==> src/rtl/univ_shift_reg.sv <==
// Universal shift register: parallel load, single-step shift/rotate and a
// multi-cycle rotate-by-N with busy/done handshake.
module univ_shift_reg #(
    parameter int unsigned            WIDTH     = 8,
    parameter logic [WIDTH-1:0]       RESET_VAL = '0,
    localparam int unsigned           AW        = $clog2(WIDTH) + 1
) (
    input  logic             clk,
    input  logic             rst,
    input  logic [2:0]       op,
    input  logic [WIDTH-1:0] d,
    input  logic             sin_msb,
    input  logic             sin_lsb,
    input  logic [AW-1:0]    amt,
    output logic [WIDTH-1:0] q,
    output logic             sout_msb,
    output logic             sout_lsb,
    output logic             busy,
    output logic             done
);

    localparam logic [2:0] OP_HOLD = 3'b000;
    localparam logic [2:0] OP_LOAD = 3'b001;
    localparam logic [2:0] OP_SHR  = 3'b010;
    localparam logic [2:0] OP_SHL  = 3'b011;
    localparam logic [2:0] OP_ROR  = 3'b100;
    localparam logic [2:0] OP_ROL  = 3'b101;
    localparam logic [2:0] OP_RORN = 3'b110;
    localparam logic [2:0] OP_ROLN = 3'b111;

    typedef enum logic {
        IDLE = 1'b0,
        RUN  = 1'b1
    } state_t;

    state_t          state;
    logic [AW-1:0]   cnt;
    logic            dir_left;

    function automatic logic [WIDTH-1:0] rot_r(input logic [WIDTH-1:0] v);
        return {v[0], v[WIDTH-1:1]};
    endfunction

    function automatic logic [WIDTH-1:0] rot_l(input logic [WIDTH-1:0] v);
        return {v[WIDTH-2:0], v[WIDTH-1]};
    endfunction

    assign sout_msb = q[WIDTH-1];
    assign sout_lsb = q[0];

    // Register, step counter and handshake; done defaults low so it pulses.
    always_ff @(posedge clk or posedge rst) begin
        if (rst) begin
            q        <= RESET_VAL;
            busy     <= 1'b0;
            done     <= 1'b0;
            state    <= IDLE;
            cnt      <= '0;
            dir_left <= 1'b0;
        end else begin
            done <= 1'b0;
            unique case (state)
                IDLE: begin
                    unique case (op)
                        OP_HOLD: q <= q;
                        OP_LOAD: q <= d;
                        OP_SHR:  q <= {sin_msb, q[WIDTH-1:1]};
                        OP_SHL:  q <= {q[WIDTH-2:0], sin_lsb};
                        OP_ROR:  q <= rot_r(q);
                        OP_ROL:  q <= rot_l(q);
                        OP_RORN, OP_ROLN: begin
                            if (amt == AW'(0)) begin
                                done <= 1'b1;
                            end else begin
                                q <= (op == OP_ROLN) ? rot_l(q) : rot_r(q);
                                if (amt == AW'(1)) begin
                                    done <= 1'b1;
                                end else begin
                                    cnt      <= amt - AW'(1);
                                    dir_left <= (op == OP_ROLN);
                                    busy     <= 1'b1;
                                    state    <= RUN;
                                end
                            end
                        end
                        default: q <= q;
                    endcase
                end
                RUN: begin
                    // Inputs are ignored until the rotate finishes.
                    q   <= dir_left ? rot_l(q) : rot_r(q);
                    cnt <= cnt - AW'(1);
                    if (cnt == AW'(1)) begin
                        busy  <= 1'b0;
                        done  <= 1'b1;
                        state <= IDLE;
                    end
                end
                default: state <= IDLE;
            endcase
        end
    end

endmodule

==> config.mk <==
export PLATFORM = sky130hd
export DESIGN_NAME = univ_shift_reg
export DESIGN_NICKNAME = d
export VERILOG_FILES = /design/src/rtl/univ_shift_reg.sv
export SDC_FILE = /design/constraint.sdc
export NUM_CORES = 1
export LEC_CHECK = 0
export CAP_MARGIN = 40
export CORE_UTILIZATION = 25
export DETAILED_ROUTE_END_ITERATION = 16
export GPL_ROUTABILITY_DRIVEN = 0
export PLACE_DENSITY = 0.53
export SYNTH_ARGS = -nofsm -noshare
export SYNTH_HDL_FRONTEND = slang
export SYNTH_SLANG_ARGS = --single-unit
==> constraint.sdc <==
create_clock -name clk -period 1.5 [get_ports clk]
set_input_delay 0.3 -clock clk [delete_from_list [all_inputs] [get_ports clk]]
set_output_delay 0.3 -clock clk [all_outputs]
set_load 0.05 [all_outputs]
### After elaboration in Yosys (flattened, before gate mapping)

Cells that the tools add are included.

* bits in registers: 16
* latch bits: 0
* memory bits (writable): 0
* bits in read-only memories: 0
* input bits: 19
* output and inout port bits: 12
* memories: 0

* $add $sub $neg: 2
* multiply operators: 0
* divide/modulo/power cells: 0
* magnitude comparators: 0
* equality and inequality tests: 15
* shifts and indexed selects: 0
* mux-type cells: 24
* bitwise logic cells: 3
* reduce and logical (&&, ||, !) cells: 7

Operator list (number)
* $pmux 8 s6: 1
* $mux 8: 3
* $pmux 8 s2: 1
* $eq 3x3->1 const B: 4
* $mux 1: 12
* $mux 4: 3
* $eq 4x1->1 const B: 2
* $pmux 4 s2: 1
* $reduce_and 4->1: 2
* $sub 4x1->4 const B: 2
* $eq 3x2->1 const B: 2
* $ne 2x2->1 const B: 3
* $pmux 1 s2: 3
* $logic_not 4->1: 1
* $ne 2x1->1 const B: 2
* $eq 3x1->1 const B: 1
* $logic_not 3->1: 1
* $ne 3x3->1 const B: 1
* $not 1->1: 3
* $reduce_and 3->1: 1
* $reduce_and 2->1: 1
* $reduce_or 2->1: 1

### Longest topological paths before layout

Gate-level depths: netlist of the first run.

* depth after elaboration: 5
* depth in mapped cells: 7

### Least setup slack after synthesis of the first run

Ideal clock, no wire load.

* path type: input -> register
* start: in amt[0]
* end: reg dir_left
* data arrival time: 1.492 ns
* setup slack: -0.117 ns
* stages: 7
* path through: inv_1 ha_1 nor2_1 o311a_1 buf_2 and2_4 mux2_4

* longest elaborated chain between the ends: 3

RTL lines
* start, declared: line 14 `input logic [AW-1:0] amt,`
* $eq 4x1->1 / $logic_not 4->1 (equally long branches): line 76, 72
* $not 1->1 (no source line)
* $reduce_and 4->1 (no source line) (*)
* end signal, assigned: line 80 `dir_left <= (op == OP_ROLN);`
* end, declared: line 38 `logic dir_left;`

Mark *: on every way between the ends. The rest lies on a longest branch, timed or not.
A chain may end at the register's enable or synchronous reset.

### Final worst setup path of the first run

* start: in amt[2]
* end: reg dir_left

Same word-level chain as after synthesis.

==> summary.txt, run 1 <==
Setup path
  • Setup CP Type: input pin to flip-flop
  • Worst reg2reg path startpoint: dir_left
  • Critical Path End Type: flip-flop
  • CP arrival: 1.60 ns
  • CP peak stage delay: 0.45 ns
  • CP max FO: 4
  • CP cell instances: clkdlybuf4s50_1 -> o311a_4 -> and2_4 -> mux2_4
  • Crit-path leading delay family: buffers and inverters
  • Critical path launch point: amt[2]
  • CP Launch Type: input pin
  • Buf+Inv Stages, Crit Path: 1
  • WP data required: 1.64 ns
  • Slowest-stage cell, CP: clkdlybuf4s50_1

Global route
  • Largest net degree at the start of global routing: 17
  • Met1 Track Usage GR: 0.176
  • Met3 usage: 0.0214
  • First-pass GRT wire length: 5380 um
  • GRT met2 Usage: 0.229
  • Vias in the first global route: 1,141
  • Overall Global Routing Usage: 0.133
  • Antenna violations before repair: 0
  • GR peak layer: met2
  • GRT overflow: 0

Yosys
  • Main synth FF type: dfrtp_1
  • Sequential-to-total area share from yosys stat: 0.337
  • Seq cells post-synth: 16
  • Synth area leader: dfrtp_1
  • Top cell type's share of synthesized area: 0.337
  • Synth Warn #: 0
  • Mapped Area: 1190 um^2
  • Most used standard cell by instance count after synthesis: dfrtp_1
  • Synth top cells by count: dfrtp_1 (16), a21oi_1 (13), nor2_1 (12)
  • Count of flip-flops with a built-in enable after synthesis: 0
  • Asr flop ratio synth: 1.00
  • Yosys cell types: 31
  • Syn_nets: 155
  • Mapped Avg Cell Area: 9.00 um^2
  • Cell count after synthesis: 132
  • Synth top area cells: dfrtp_1 (34%), mux2i_1 (9.3%), mux2_2 (7.6%)

STA
  • Unrepaired setup endpoints after global routing: false
  • Final hold violation count: 0
  • Worst-Margin Slew: 0.381 ns
  • Finish-stage setup viols: 0
  • Fmax: 685 MHz
  • Final setup TNS: 0 ns
  • Min Clock Period, post-route: 1.46 ns
  • Setup Skew: 0.00416 ns
  • Max-slew violations: 0
  • Final Worst Setup Slack: 0.0395 ns
  • Relative max-transition margin: 0.746
  • Tcrit/Tclk final: 0.974

CTS
  • Cts bufs inserted: 3
  • CTS max path bufs: 2
  • Skew-Pair Late Insertion Delay: 0.25 ns
  • Hold buffer count at CTS: 0
  • Clock sinks: 16
  • H-tree Lvls: 1
  • Clk root buf: clkbuf_8
  • TritonCTS clock tree: yes
  • # Post-CTS Setup Buffers: 0
  • Clk slew on worst S/H paths: 0.07 ns

Placement
  • Port bufs: 30
  • DP HPWL: 2270 um
  • Dpl ws: -0.593 ns

Floorplan
  • Initial Utilization: 0.267
  • Die Wd: 70.9 um
  • Core area: 4440 um^2
  • Die area: 5030 um^2
  • Die Height: 70.9 um
  • I/O pin count: 31
  • Row count: 24

Route
  • DR iter-0 viols: 62
  • Drt pass-1 iters: 6
  • Routed Antenna Nets: 0
  • Routed vias/inst: 4.92
  • Residual DRC count: 0
  • DR WL/cell: 13.6 um
  • WL final: 3030 um
  • DR vias: 1,097

Finish
  • Synthesis-to-finish area growth: 59.9%
  • NumNets Final: 195
  • Fraction of final layout cells sized beyond drive strength 1: 0.333
  • Ant diodes: 0

Job
  • Max Cap Viol: 0

Pwr
  • Leakage: 0.857 nW
  • Power density cells: 1900 nW/um^2
  • Final Power: 0.00361 W
  • Peak VDD IR: 0.953 mV

Status
  • Status: finished, final reports clean

Worst hold path
  • Worst Hold Class: input pin to asynchronous set/reset pin
==> cells in the final DEF, fill, tap and decap left out, drive strengths merged, types with 4 or more instances in the layout <==
cell	netlist	final
a211oi	7	7
a21oi	13	13
a31oi	4	4
buf	9	29
clkbuf	3	5
clkdlybuf4s50	0	13
dfrtp	16	16
ha	4	4
inv	8	8
mux2	10	10
mux2i	11	11
nand2	7	7
nor2	12	12
nor3	8	8
o21ai	4	4
==> metal layers <==
metal  vias up  part of all wire
li1        551                 -
met1       503              0.47
met2        41              0.46
met3         2             0.063
met4         0            0.0046
met5         -                 0
==> logic make-up after synthesis <==
family / count (synthesis) / synth area share
fa+ha+maj: 4 / 0.0422
compound gates: 34 / 0.190
xor+xnor: 3 / 0.0221
buf+inv: 20 / 0.0790
mux: 21 / 0.194
flops: 16 / 0.337
simple gates: 34 / 0.136
==> registers in the layout, summed over array words and instances, names as in the netlist <==
signal and flops:
dir_left 1, done 1, busy 1, cnt 4, q 8, state 1
==> report_power, final <==
| group | internal, W | leakage, nW | switching, W |
|---|---|---|---|
| clock | 0.000233 | 0.0288 | 0.000152 |
| combinational | 0.00116 | 0.638 | 0.00104 |
| sequential | 0.000640 | 0.190 | 0.000385 |
| total | 0.00203 | 0.857 | 0.00158 |
==> stage by stage <==
step,utilization,cell area [um^2],instances,hold WS (ns)
final,0.427,1900,223,0.351
after global routing,0.427,1900,223,0.384
after CTS,0.425,1890,223,0.355
after detailed placement,0.407,1810,219,0.535
after global placement,0.407,1810,219,0.518
after floorplan,-,1240,132,0.214
==> path summary, 6_finish.rpt <==
check | to | slack [ns] | cells after the start
setup / recovery | dir_left | 0.04 | 4
hold reg to reg | busy | 0.55 | 2
hold / removal | cnt[3] | 0.35 | 3
setup reg to reg | q[2] | 0.21 | 3
max in group asynchronous | state | 0.96 | 3
min in group clk | cnt[0] | 0.53 | 4
==> area by class of cell <==
cell class | instances | area (um^2)
Fill cell | 422 | 2550
Inverter | 8 | 48.8
Clock buffer | 4 | 55.1
Multi-Input combinational cell | 96 | 753
Tap cell | 52 | 65.1
Timing Repair Buffer | 47 | 576
Sequential cell | 16 | 400
==> worst register-to-register path, cell delays in order, from the launching register on <==
cell and delay, ns:
dfrtp_1 0.57, mux2_2 0.38, a21oi_1 0.15, a21oi_1 0.08
==> repair_timing <==
item,CTS,global route
setup endpoints to repair,15,10
pin swaps,4,2
cloned,0,0
resized for setup,10,5
(Power assumes the default switching activity.)
==> inputs of run 2 (changes only) <==
MAX_ROUTING_LAYER = met4   (was unset)
==> run 2 against run 1 <==
Compared with the run above: setup slack barely moved; global-route usage rose by 0.41 points; largest power group unchanged; critical path type unchanged; clock power barely moved.
==> summary.txt, run 2 (synthesized netlist as in run 1, its figures left out) <==
CTS
  • Cts bufs inserted: 3
  • Skew-Pair Late Insertion Delay: 0.25 ns
  • Hold buffer count at CTS: 0
  • Clk root buf: clkbuf_8
  • # Post-CTS Setup Buffers: 0
  • CTS max path bufs: 2
  • Clk slew on worst S/H paths: 0.07 ns
  • H-tree Lvls: 1
  • Clock sinks: 16
  • TritonCTS clock tree: yes

Setup path
  • CP arrival: 1.60 ns
  • CP max FO: 4
  • CP peak stage delay: 0.45 ns
  • Slowest-stage cell, CP: clkdlybuf4s50_1
  • Buf+Inv Stages, Crit Path: 1
  • Crit path to: dir_left
  • CP cell instances: clkdlybuf4s50_1 -> o311a_4 -> and2_4 -> mux2_4
  • Setup CP Type: input pin to flip-flop
  • R2R depth: 3
  • Critical Path End Type: flip-flop
  • CP Launch Type: input pin
  • Reg2Reg Capture Point: q[2]
  • Crit-path leading delay family: buffers and inverters
  • WP data required: 1.64 ns
  • R2r setup slk: 0.22 ns
  • Worst reg2reg path startpoint: dir_left
  • Critical path launch point: amt[2]
  • WP depth: 4

Floorplan
  • Core area: 4440 um^2
  • I/O pin count: 31
  • Die Height: 70.9 um
  • Initial Utilization: 0.267
  • Row count: 24
  • Die Wd: 70.9 um
  • Die area: 5030 um^2

STA
  • Min Clock Period, post-route: 1.46 ns
  • Fmax: 685 MHz
  • Unrepaired setup endpoints after global routing: false
  • Final setup TNS: 0 ns
  • Finish-stage setup viols: 0
  • Relative max-transition margin: 0.751
  • Tcrit/Tclk final: 0.974
  • Final hold violation count: 0
  • Max-slew violations: 0
  • Setup Skew: 0.00416 ns
  • Worst-Margin Slew: 0.374 ns

Finish
  • Commonest cells after routing, fill and taps aside: dfrtp_1 (16), buf_12 (14), buf_4 (14)
  • Most common cell after layout, fill and taps aside: dfrtp_1
  • Register name with the most flops: q
  • Fin cells: 223
  • Top Registers: q x8, cnt x4
  • Final non-filler cell area: 1900 um^2
  • Fin util: 0.427
  • NumNets Final: 195
  • Fraction of final layout cells sized beyond drive strength 1: 0.333
  • Ant diodes: 0
  • Synthesis-to-finish area growth: 59.9%
  • Largest register FFs: 8

Global route
  • Vias in the first global route: 1,141
  • Overall Global Routing Usage: 0.137
  • Antenna violations before repair: 0
  • Largest net degree at the start of global routing: 17
  • First-pass GRT wire length: 5380 um
  • GRT overflow: 0

Placement
  • Placed cells: 219
  • DP HPWL: 2270 um
  • Dpl cell area: 1810 um^2
  • Port bufs: 30

Route
  • DR WL/cell: 13.6 um
  • Met3 Wirelength: 169 um
  • Routed vias/inst: 4.95
  • Drt pass-1 iters: 6
  • Residual DRC count: 0
  • DR iter-0 viols: 58
  • Routed Antenna Nets: 0
  • Uppermost routed layer: met4
  • Wl on met1: 1440 um
  • WL final: 3030 um
  • Wire length on met2: 1400 um
  • DR vias: 1,103

Job
  • Max Cap Viol: 0

Status
  • Status: finished, final reports clean

Pwr
  • Power density cells: 1900 nW/um^2
  • Leakage: 0.857 nW
  • Peak VDD IR: 0.953 mV

Worst hold path
  • Worst Hold Class: input pin to asynchronous set/reset pin
-- run 2: cell counts in the layout (fill, tap and decap cells not counted) --
Identical to the previous run, type by type.
-- run 2: layout make-up --
class                      instances  area [um^2]
clock buffer                       4         55.1
tap                               52         65.1
timing repair buffer              47          576
sequential                        16          400
fill                             422         2550
inverter                           8         48.8
multi-input combinational         96          753
-- run 2: worst register-to-register path, delay by kind of cell (launching register included) --
family          cells  cell delay (ns)
flops               1             0.57
compound gates      2             0.23
mux                 1             0.38
-- run 2: worst min-delay path by stage --
stage	slack, ns	depth (start not counted)	start	to
floorplan	0.21	1	rst	busy
global placement	0.52	1	cnt[0]	cnt[0]
detailed placement	0.53	2	busy	busy
CTS	0.36	3	rst	q[2]
global route	0.38	3	rst	busy
finish	0.35	3	rst	cnt[3]
-- run 2: power breakdown --
group,total [W],switching (W),internal [W],leakage (nW)
sequential,0.00102,0.000384,0.000640,0.190
clock,0.000384,0.000152,0.000233,0.0288
combinational,0.00220,0.00104,0.00116,0.638
-- run 2: layer usage --
metal  up-vias  track usage
li1        552            -
met1       513        0.176
met2        36        0.229
met3         2       0.0214
met4         0       0.0267
met5         -            -
-- run 2: repair_timing --
action	4_1_cts	5_1_grt
setup endpoints to repair	15	10
resized for setup	10	5
pin swaps	4	2
endpoints found under the hold margin	0	0
-- run 2: metrics by stage --
| stage | hold WS (ns) | power, W | setup slack, ns |
|---|---|---|---|
| final | 0.351 | 0.00361 | 0.0395 |
| after global routing | 0.384 | 0.00387 | 0.00937 |
| after CTS | 0.355 | 0.00364 | 0.0100 |
| after detailed placement | 0.535 | 0.00323 | -0.593 |
| after global placement | 0.518 | 0.00319 | -0.562 |
| after floorplan | 0.214 | 0.00226 | -0.0255 |
==> inputs of run 3 (changes only) <==
CORE_UTILIZATION = 48   (was 25)
PLACE_DENSITY = 0.85   (was 0.53)
==> run 3 against run 2 <==
Compared with the run above: hold slack worse by 0.035 ns; design area is 4.5% lower; utilization is 37 points higher; combinational power is 2% higher; first-iteration DRC count is 17% lower; sequential power hardly changed; total power is 2.6% lower; die area is 47% lower; setup slack worse by 0.013 ns; sequential share of layout area is 0.99 points higher; critical path depth stayed put; largest cell class unchanged.
==> summary.txt, run 3 (synthesized netlist as in run 1, its figures left out) <==
Pwr
  • Seq pwr share: 0.293
  • Leakage: 0.833 nW
  • Internal: 0.00189 W
  • Sw Pwr: 0.00163 W
  • Sw frac: 0.463
  • Peak VDD IR: 1.55 mV
  • Clock share of power: 0.067
  • Power density cells: 1940 nW/um^2
  • Combinational share of power: 0.640

Finish
  • Final non-filler cell area: 1810 um^2
  • Largest register FFs: 8
  • Fin cells: 196
  • Commonest cells after routing, fill and taps aside: dfrtp_1 (16), a21oi_1 (13), clkdlybuf4s50_1 (13), buf_12 (13), buf_4 (13)
  • Most common cell after layout, fill and taps aside: dfrtp_1
  • Register name with the most flops: q
  • Top Registers: q x8, cnt x4
  • Fraction of final layout cells sized beyond drive strength 1: 0.321
  • Synthesis-to-finish area growth: 52.7%
  • Ant diodes: 0
  • NumNets Final: 193
  • Fin util: 0.797

Floorplan
  • Row count: 17
  • Die area: 2680 um^2
  • Core area: 2280 um^2
  • Initial Utilization: 0.522
  • I/O pin count: 31
  • Die Wd: 51.7 um
  • Die Height: 51.7 um

STA
  • Relative max-transition margin: 0.754
  • Tcrit/Tclk final: 0.983
  • Fmax: 679 MHz
  • Final hold violation count: 0
  • Min Clock Period, post-route: 1.47 ns
  • Finish-stage setup viols: 0
  • Max-slew violations: 0
  • Worst-Margin Slew: 0.369 ns
  • Setup Skew: 0.00159 ns
  • Final Worst Setup Slack: 0.0262 ns
  • Final setup TNS: 0 ns
  • Unrepaired setup endpoints after global routing: false

Setup path
  • Reg2Reg Capture Point: q[7]
  • Setup CP Type: input pin to flip-flop
  • CP max FO: 6
  • CP arrival: 1.66 ns
  • R2r setup slk: 0.15 ns
  • Critical Path End Type: flip-flop
  • WP data required: 1.68 ns
  • Worst reg2reg path startpoint: state
  • CP Launch Type: input pin
  • R2R depth: 5

Route
  • Drt pass-1 iters: 4
  • DR WL/cell: 16.5 um
  • DR iter-0 viols: 48
  • Routed Antenna Nets: 0
  • Residual DRC count: 0
  • DR vias: 1,163
  • Routed vias/inst: 5.93
  • WL final: 3230 um

Placement
  • Dpl cell area: 1740 um^2
  • Placed cells: 192
  • Port bufs: 30
  • DP HPWL: 2400 um
  • Dpl ws: -0.668 ns

Worst hold path
  • Worst Hold Class: input pin to asynchronous set/reset pin

CTS
  • TritonCTS clock tree: yes
  • CTS max path bufs: 2
  • H-tree Lvls: 1
  • Hold buffer count at CTS: 0
  • Clk slew on worst S/H paths: 0.10 ns
  • Skew-Pair Late Insertion Delay: 0.29 ns
  • Clock sinks: 16
  • Cts bufs inserted: 3
  • Clk root buf: clkbuf_4

Global route
  • First-pass GRT wire length: 5150 um
  • Vias in the first global route: 1,153
  • Largest net degree at the start of global routing: 17
  • GRT overflow: 0
  • Overall Global Routing Usage: 0.271
  • Antenna violations before repair: 0

Status
  • Status: finished, final reports clean

Job
  • Max Cap Viol: 0
run 3: worst max-delay path by stage:
stage / startpoint / to / slack (ns)
floorplan: amt[1] / dir_left / -0.03
global placement: amt[0] / dir_left / -0.63
detailed placement: amt[0] / dir_left / -0.67
CTS: amt[0] / dir_left / 0.005
global route: amt[2] / q[7] / 0.008
finish: amt[2] / dir_left / 0.03
run 3: repair_timing:
action	CTS	global route
gates cloned	0	0
pin swaps	2	1
setup endpoints to repair	15	11
buffers inserted	1	0
resized for setup	8	7
run 3: stage by stage:
step                power [W]  hold WS [ns]
finish                0.00352         0.316
global route          0.00371         0.361
CTS                   0.00351         0.322
detailed placement    0.00325         0.556
global placement      0.00314         0.523
floorplan             0.00226         0.214
run 3: power groups by stage:
stage | Combinational, W | Sequential (W) | Clock, W
floorplan | 0.00100 | 0.00126 | 0
global placement | 0.00213 | 0.00101 | 0
detailed placement | 0.00222 | 0.00103 | 0
CTS | 0.00225 | 0.00102 | 0.000239
global route | 0.00239 | 0.00107 | 0.000257
finish | 0.00225 | 0.00103 | 0.000237
run 3: layout make-up:
| class | instances | area, um^2 |
|---|---|---|
| multi-input combinational | 96 | 754 |
| tap | 28 | 35.0 |
| clock buffer | 3 | 22.5 |
| fill | 135 | 463 |
| timing repair buffer | 45 | 552 |
| sequential | 16 | 400 |
| inverter | 8 | 48.8 |
run 3: metal layers:
| layer | routed length, um | part of all wire | track usage | up-vias |
|---|---|---|---|---|
| li1 | - | - | - | 541 |
| met3 | 199 | 0.062 | 0.0263 | 12 |
| met1 | 1260 | 0.39 | 0.312 | 548 |
| met4 | 68 | 0.021 | 0.0811 | 0 |
| met5 | 0 | 0 | - | - |
| met2 | 1700 | 0.53 | 0.494 | 62 |
run 3: critical path: stages:
cell,delay (ns)
clkdlybuf4s50_1,0.46
o311a_4,0.43
and2_4,0.18
mux2_4,0.28
